<file path="src/rtl/dmem_arbiter.sv">
// ---------------------------------------------------------------------------
// dmem_arbiter
//
// Shares one single-port, byte-addressed, big-endian 16-bit data memory
// between two requesters:
//   port A - pipeline MEM stage
//   port B - program/data loader and debug port
//
// Every transaction runs the same three-cycle sequence IDLE -> ACCESS -> RESP.
// Contended IDLE cycles are resolved round-robin. The arbiter is the only
// driver of the memory address, write-data and write-enable inputs.
//
// Ports
//   clk, rst                 clock, synchronous active-high reset
//   a_req/a_we/a_addr/a_wdata  port A request (held until a_gnt)
//   a_gnt                    port A accepted (1-cycle pulse, ACCESS cycle)
//   a_ack/a_rdata/a_err      port A completion (1-cycle pulse, RESP cycle)
//   b_*                      same set for port B
//   m_addr/m_wdata/m_we      memory control, driven only by this block
//   m_rdata                  memory read data {mem[m_addr], mem[m_addr+1]}
// ---------------------------------------------------------------------------
module dmem_arbiter #(
    parameter int DEPTH = 100,
    parameter int AW    = 16,
    parameter int DW    = 16
) (
    input  logic          clk,
    input  logic          rst,

    input  logic          a_req,
    input  logic          a_we,
    input  logic [AW-1:0] a_addr,
    input  logic [DW-1:0] a_wdata,
    output logic          a_gnt,
    output logic          a_ack,
    output logic [DW-1:0] a_rdata,
    output logic          a_err,

    input  logic          b_req,
    input  logic          b_we,
    input  logic [AW-1:0] b_addr,
    input  logic [DW-1:0] b_wdata,
    output logic          b_gnt,
    output logic          b_ack,
    output logic [DW-1:0] b_rdata,
    output logic          b_err,

    output logic [AW-1:0] m_addr,
    output logic [DW-1:0] m_wdata,
    output logic          m_we,
    input  logic [DW-1:0] m_rdata
);

    typedef enum logic [1:0] {
        ST_IDLE   = 2'd0,
        ST_ACCESS = 2'd1,
        ST_RESP   = 2'd2
    } state_t;

    // Highest address whose two-byte word still fits inside the memory.
    localparam logic [AW-1:0] LAST_WORD = AW'(DEPTH - 2);

    localparam int NPORT = 2;

    // Per-port views of the request inputs, index 0 = A, index 1 = B.
    logic          req_w   [NPORT];
    logic          we_w    [NPORT];
    logic [AW-1:0] addr_w  [NPORT];
    logic [DW-1:0] wdata_w [NPORT];

    assign req_w[0]   = a_req;
    assign we_w[0]    = a_we;
    assign addr_w[0]  = a_addr;
    assign wdata_w[0] = a_wdata;
    assign req_w[1]   = b_req;
    assign we_w[1]    = b_we;
    assign addr_w[1]  = b_addr;
    assign wdata_w[1] = b_wdata;

    // Sequencer state and latched transaction
    state_t        state_q, state_d;
    logic          ptr_q, ptr_d;        // port favoured on contention
    logic          id_q, id_d;          // port that owns the current transaction
    logic          we_q, we_d;
    logic          err_q, err_d;
    logic [AW-1:0] m_addr_q, m_addr_d;
    logic [DW-1:0] m_wdata_q, m_wdata_d;
    logic          m_we_q, m_we_d;

    // Registered per-port handshake outputs
    logic          gnt_q   [NPORT];
    logic          gnt_d   [NPORT];
    logic          ack_q   [NPORT];
    logic          ack_d   [NPORT];
    logic          perr_q  [NPORT];
    logic          perr_d  [NPORT];
    logic [DW-1:0] rdata_q [NPORT];
    logic [DW-1:0] rdata_d [NPORT];

    logic          win;
    logic          win_err;

    always_comb begin
        state_d   = state_q;
        ptr_d     = ptr_q;
        id_d      = id_q;
        we_d      = we_q;
        err_d     = err_q;
        m_addr_d  = m_addr_q;
        m_wdata_d = m_wdata_q;
        m_we_d    = 1'b0;
        win       = 1'b0;
        win_err   = 1'b0;
        for (int i = 0; i < NPORT; i++) begin
            gnt_d[i]   = 1'b0;
            ack_d[i]   = 1'b0;
            perr_d[i]  = 1'b0;
            rdata_d[i] = rdata_q[i];
        end

        unique case (state_q)
            ST_IDLE: begin
                if (req_w[0] || req_w[1]) begin
                    // Contention goes to ptr; otherwise the lone requester wins.
                    win       = (req_w[0] && req_w[1]) ? ptr_q : req_w[1];
                    win_err   = (addr_w[win] > LAST_WORD);
                    id_d      = win;
                    we_d      = we_w[win];
                    err_d     = win_err;
                    // Address/data move here and then stay put until the
                    // next transaction, so the memory never sees stray values.
                    m_addr_d  = addr_w[win];
                    m_wdata_d = wdata_w[win];
                    // Write strobe is only ever high for the ACCESS cycle.
                    m_we_d    = we_w[win] & ~win_err;
                    gnt_d[win] = 1'b1;
                    state_d   = ST_ACCESS;
                end
            end

            ST_ACCESS: begin
                // Writes and rejected accesses return zero, never stale data.
                rdata_d[id_q] = (err_q || we_q) ? '0 : m_rdata;
                ack_d[id_q]   = 1'b1;
                perr_d[id_q]  = err_q;
                state_d       = ST_RESP;
            end

            ST_RESP: begin
                ptr_d   = ~id_q;
                state_d = ST_IDLE;
            end

            default: begin
                state_d = ST_IDLE;
            end
        endcase
    end

    always_ff @(posedge clk) begin
        if (rst) begin
            state_q   <= ST_IDLE;
            ptr_q     <= 1'b0;
            id_q      <= 1'b0;
            we_q      <= 1'b0;
            err_q     <= 1'b0;
            m_addr_q  <= '0;
            m_wdata_q <= '0;
            m_we_q    <= 1'b0;
        end else begin
            state_q   <= state_d;
            ptr_q     <= ptr_d;
            id_q      <= id_d;
            we_q      <= we_d;
            err_q     <= err_d;
            m_addr_q  <= m_addr_d;
            m_wdata_q <= m_wdata_d;
            m_we_q    <= m_we_d;
        end
    end

    generate
        for (genvar gi = 0; gi < NPORT; gi++) begin : g_port
            always_ff @(posedge clk) begin
                if (rst) begin
                    gnt_q[gi]   <= 1'b0;
                    ack_q[gi]   <= 1'b0;
                    perr_q[gi]  <= 1'b0;
                    rdata_q[gi] <= '0;
                end else begin
                    gnt_q[gi]   <= gnt_d[gi];
                    ack_q[gi]   <= ack_d[gi];
                    perr_q[gi]  <= perr_d[gi];
                    rdata_q[gi] <= rdata_d[gi];
                end
            end
        end
    endgenerate

    assign a_gnt   = gnt_q[0];
    assign a_ack   = ack_q[0];
    assign a_err   = perr_q[0];
    assign a_rdata = rdata_q[0];
    assign b_gnt   = gnt_q[1];
    assign b_ack   = ack_q[1];
    assign b_err   = perr_q[1];
    assign b_rdata = rdata_q[1];

    assign m_addr  = m_addr_q;
    assign m_wdata = m_wdata_q;
    // Reset gates the strobe immediately, so a reset landing in the middle
    // of an ACCESS cycle cannot let the write through.
    assign m_we    = m_we_q & ~rst;

endmodule

</file>
<file path="config.mk">
export PLATFORM = sky130hd
export DESIGN_NAME = dmem_arbiter
export DESIGN_NICKNAME = d
export VERILOG_FILES = /design/src/rtl/dmem_arbiter.sv
export SDC_FILE = /design/constraint.sdc
export NUM_CORES = 1
export LEC_CHECK = 0
export CAP_MARGIN = 15
export CELL_PAD_IN_SITES_DETAIL_PLACEMENT = 1
export CELL_PAD_IN_SITES_GLOBAL_PLACEMENT = 2
export CORE_ASPECT_RATIO = 1.75
export CORE_MARGIN = 2
export CORE_UTILIZATION = 21
export CTS_CLUSTER_SIZE = 30
export DETAILED_ROUTE_END_ITERATION = 10
export PLACE_DENSITY_LB_ADDON = 0.1
export SYNTH_ARGS = -nofsm -noshare
export SYNTH_HDL_FRONTEND = slang
export SYNTH_SLANG_ARGS = --single-unit
</file>
<file path="constraint.sdc">
create_clock -name clk -period 1.6 [get_ports clk]
set_input_delay 0.4 -clock clk [delete_from_list [all_inputs] [get_ports clk]]
set_output_delay 0.4 -clock clk [all_outputs]
set_load 0.02 [all_outputs]
</file>
==> metrics.txt <==
Final min period=roughly 1.5 ns; Tot GR Track Use=0.154; CTS sink cnt=77; Critical Path Max Stage Delay=about 0.33 ns; first-pass GRT wire length=around 18000 um; CTS clock-pin slew for the worst setup and hold paths=about 0.060 ns; vias per cell=approximately 4.6; Initial Utilization=0.214; final setup vio count=0; clk root buf=clkbuf_16; dpl ws=-0.310 ns; TritonCTS Buffers=9; CP arrival=1.11 ns; vias in the first global route=between 3000 and 4000; WP data required=1.20 ns; Worst Hold Class=register to register; largest net degree at the start of global routing=38; Seq/Total Area, Yosys=0.501; drt total wl=12600 um; Placer Congestion=approximately 0.8; leak pwr=2.36 nW; Area contributors post-synth=dfxtp_1 (50%), nand2_1 (12%), a311oi_1 (9.4%); PD cells=966 mW/mm2; n_diodes=0; R2R Path Start=state_q[1]$_SDFFE_PP0P_; max-slew violation count=0; antenna viol nets, final=0; worst r2r dst=rdata_q[0][12]$_SDFFE_PP0P_; H-Tree Depth=3; Clock Tree Buf Depth=2; Design Area, Final=around 0.0054 mm2; synth unique cells=29; Slew headroom=0.768; TritonRoute pass-1 iters=4; die width=about 95 um; Min Hold Slack=0.452 ns; Worst Setup SP=m_we_q$_SDFF_PP0_; Final #Nets=approximately 650; post-DP HPWL=approximately 8900 um; area of the mapped netlist=just over 0.003 mm2; Die H=164 um; syn avg cell area=a little over 8 um2; Reg2Reg Setup Slack=roughly 0.24 ns; # IOs=between 150 and 200; Layout area overhead=77.1%; maximum clock frequency=661 MHz; share of layout cells above drive strength 1=0.126; dpl cell area=around 0.0050 mm2; placed cells=~720; worst setup path end=m_we; share of the synthesized area in the top cell type=0.501; drt wl/cell=about 17 um; number of max-cap violations=0; cell count after synthesis=between 300 and 400; Cell Rows=58; worst path cell trace=nor2b_1 -> dlygate4sd2_1; CP max FO=1; CTS tree=yes; initial antenna violation count=0; Least-Margin Pin Slew=0.339 ns; worst clock skew=around 0.0078 ns; cell taking the most area after synthesis=dfxtp_1; Peak VDD IR=approximately 0.43 mV; Syn Nets=468; RSZ-0062 raised after global routing=no; Synth warnings=0; number of remaining DRC errors=0; core area=~0.014 mm2; crit share post-route=0.945; #FFs+latches synth=77; I/O Buffers=156; crit path launch type=register; die area=0.0157 mm2; DR vias=between 3000 and 4000; Clock Latency Late Sink=between 0.3 and 0.4 ns; slowest library cell on the worst path=dfxtp_1; Final Instance Count excl. Fillers=about 750; Initial DRC Count=56; final worst slack=slightly below 0.09 ns; Setup crit end kind=output port; total grt overflow=0; worst r2r path cells=5; final hold violation count=0; CP Class=register to output port; status=completed
==> through the flow <==
stage / util / setup TNS (ns) / total power [mW]
floorplan: - / 0 / 2.70
global placement: 0.350 / -9.18 / 3.40
detailed placement: 0.350 / -10.36 / 3.42
CTS: 0.362 / 0 / 5.23
global route: 0.379 / 0 / 5.54
finish: 0.379 / 0 / 5.26
==> logic make-up after synthesis <==
kind of cell           Yosys count  synth area share
muxes                            4            0.0130
and+or+nand+nor                195             0.270
DFF                             77             0.501
buffers and inverters           34            0.0529
AOI/OAI and AO/OA               72             0.163
==> sequential cells by signal, indices dropped and copies added (netlist names) <==
register,cells
perr_q,2
m_addr,16
m_we_q,1
rdata_q,32
m_wdata,16
id_q,1
err_q,1
we_q,1
state_q,2
gnt_q,2
ack_q,2
ptr_q,1
==> where the power goes <==
group	total, mW	switching, mW	internal, mW
clock network	1.86	0.818	1.04
registers	2.13	0.0761	2.05
logic	1.27	0.653	0.618
==> how the worst min path moves through the flow <==
stage,start,to,slack (ns),cells past startpoint
2_1_floorplan,err_q$_SDFFE_PP0P_,perr_q[0]$_SDFF_PP0_,0.47,1
3_3_place_gp,rdata_q[0][5]$_SDFFE_PP0P_,rdata_q[0][5]$_SDFFE_PP0P_,0.44,2
3_5_place_dp,rdata_q[0][6]$_SDFFE_PP0P_,rdata_q[0][6]$_SDFFE_PP0P_,0.45,2
5_1_grt,rdata_q[1][14]$_SDFFE_PP0P_,rdata_q[1][14]$_SDFFE_PP0P_,0.48,2
4_1_cts,rdata_q[1][5]$_SDFFE_PP0P_,rdata_q[1][5]$_SDFFE_PP0P_,0.45,2
6_report,rdata_q[0][5]$_SDFFE_PP0P_,rdata_q[0][5]$_SDFFE_PP0P_,0.45,2
==> metal layers <==
layer,routed length [um],vias up,track usage,part of all wire
met5,0,-,0,0
met1,4700,1644,0.159,0.37
li1,-,1677,-,-
met2,7140,98,0.296,0.57
met4,157,0,0.0487,0.012
met3,633,10,0.0376,0.050
==> cell type report <==
class / instances / area (um2)
timing repair buffer: 199 / 1980
multi-input combinational: 271 / 1430
fill: 1694 / 8920
inverter: 3 / 11.3
clock inverter: 6 / 41.3
sequential: 77 / 1540
clock buffer: 9 / 225
tap: 180 / 225
==> what timing repair did <==
item	in CTS	in global routing
resized for setup	72	20
setup endpoints to repair	74	21
cloned	0	5
hold buffers	0	0
pin swaps	0	6
buffers inserted	0	4
==> synth_stat cells <==
cell / number
o21a_1: 1
a21oi_1: 33
nor4_1: 2
buf_2: 16
buf_4: 2
and3_1: 1
nand3_1: 34
mux2i_1: 4
or3_1: 1
a211oi_1: 1
nor2_2: 1
nor2b_1: 1
and2_1: 3
and4b_1: 1
nor3_1: 2
buf_6: 1
dfxtp_1: 77
a311oi_1: 33
o21ai_0: 1
and2b_1: 1
nor2_1: 45
buf_1: 1
nand2_1: 99
nor3_4: 1
nand2b_1: 3
clkbuf_1: 11
inv_1: 3
a2111oi_0: 2
o21ai_2: 1
==> layout by cell type (no fill, tap or decap), types with 3 or more instances in the layout <==
master           synthesis  routed
nand2_1                 99      99
a311oi_1                33      30
a21oi_1                 33      33
dlygate4sd2_1            0      71
inv_1                    3       3
dfxtp_1                 77      77
a311oi_2                 0       3
buf_12                   0       7
clkbuf_16                0      13
clkinvlp_4               0       3
nor2_1                  45      43
nand3_1                 34      34
nor2_2                   1       3
buf_6                    1       4
nand2b_1                 3       3
clkdlybuf4s50_1          0      82
buf_4                    2      27
==> critical path: cells and delay by family, from the launching register on <==
| kind | cells | cell delay, ns |
|---|---|---|
| and+or+nand+nor | 1 | 0.12 |
| buffers and inverters | 1 | 0.33 |
| DFF | 1 | 0.33 |
Note: power is estimated with default switching activity, not from simulation.
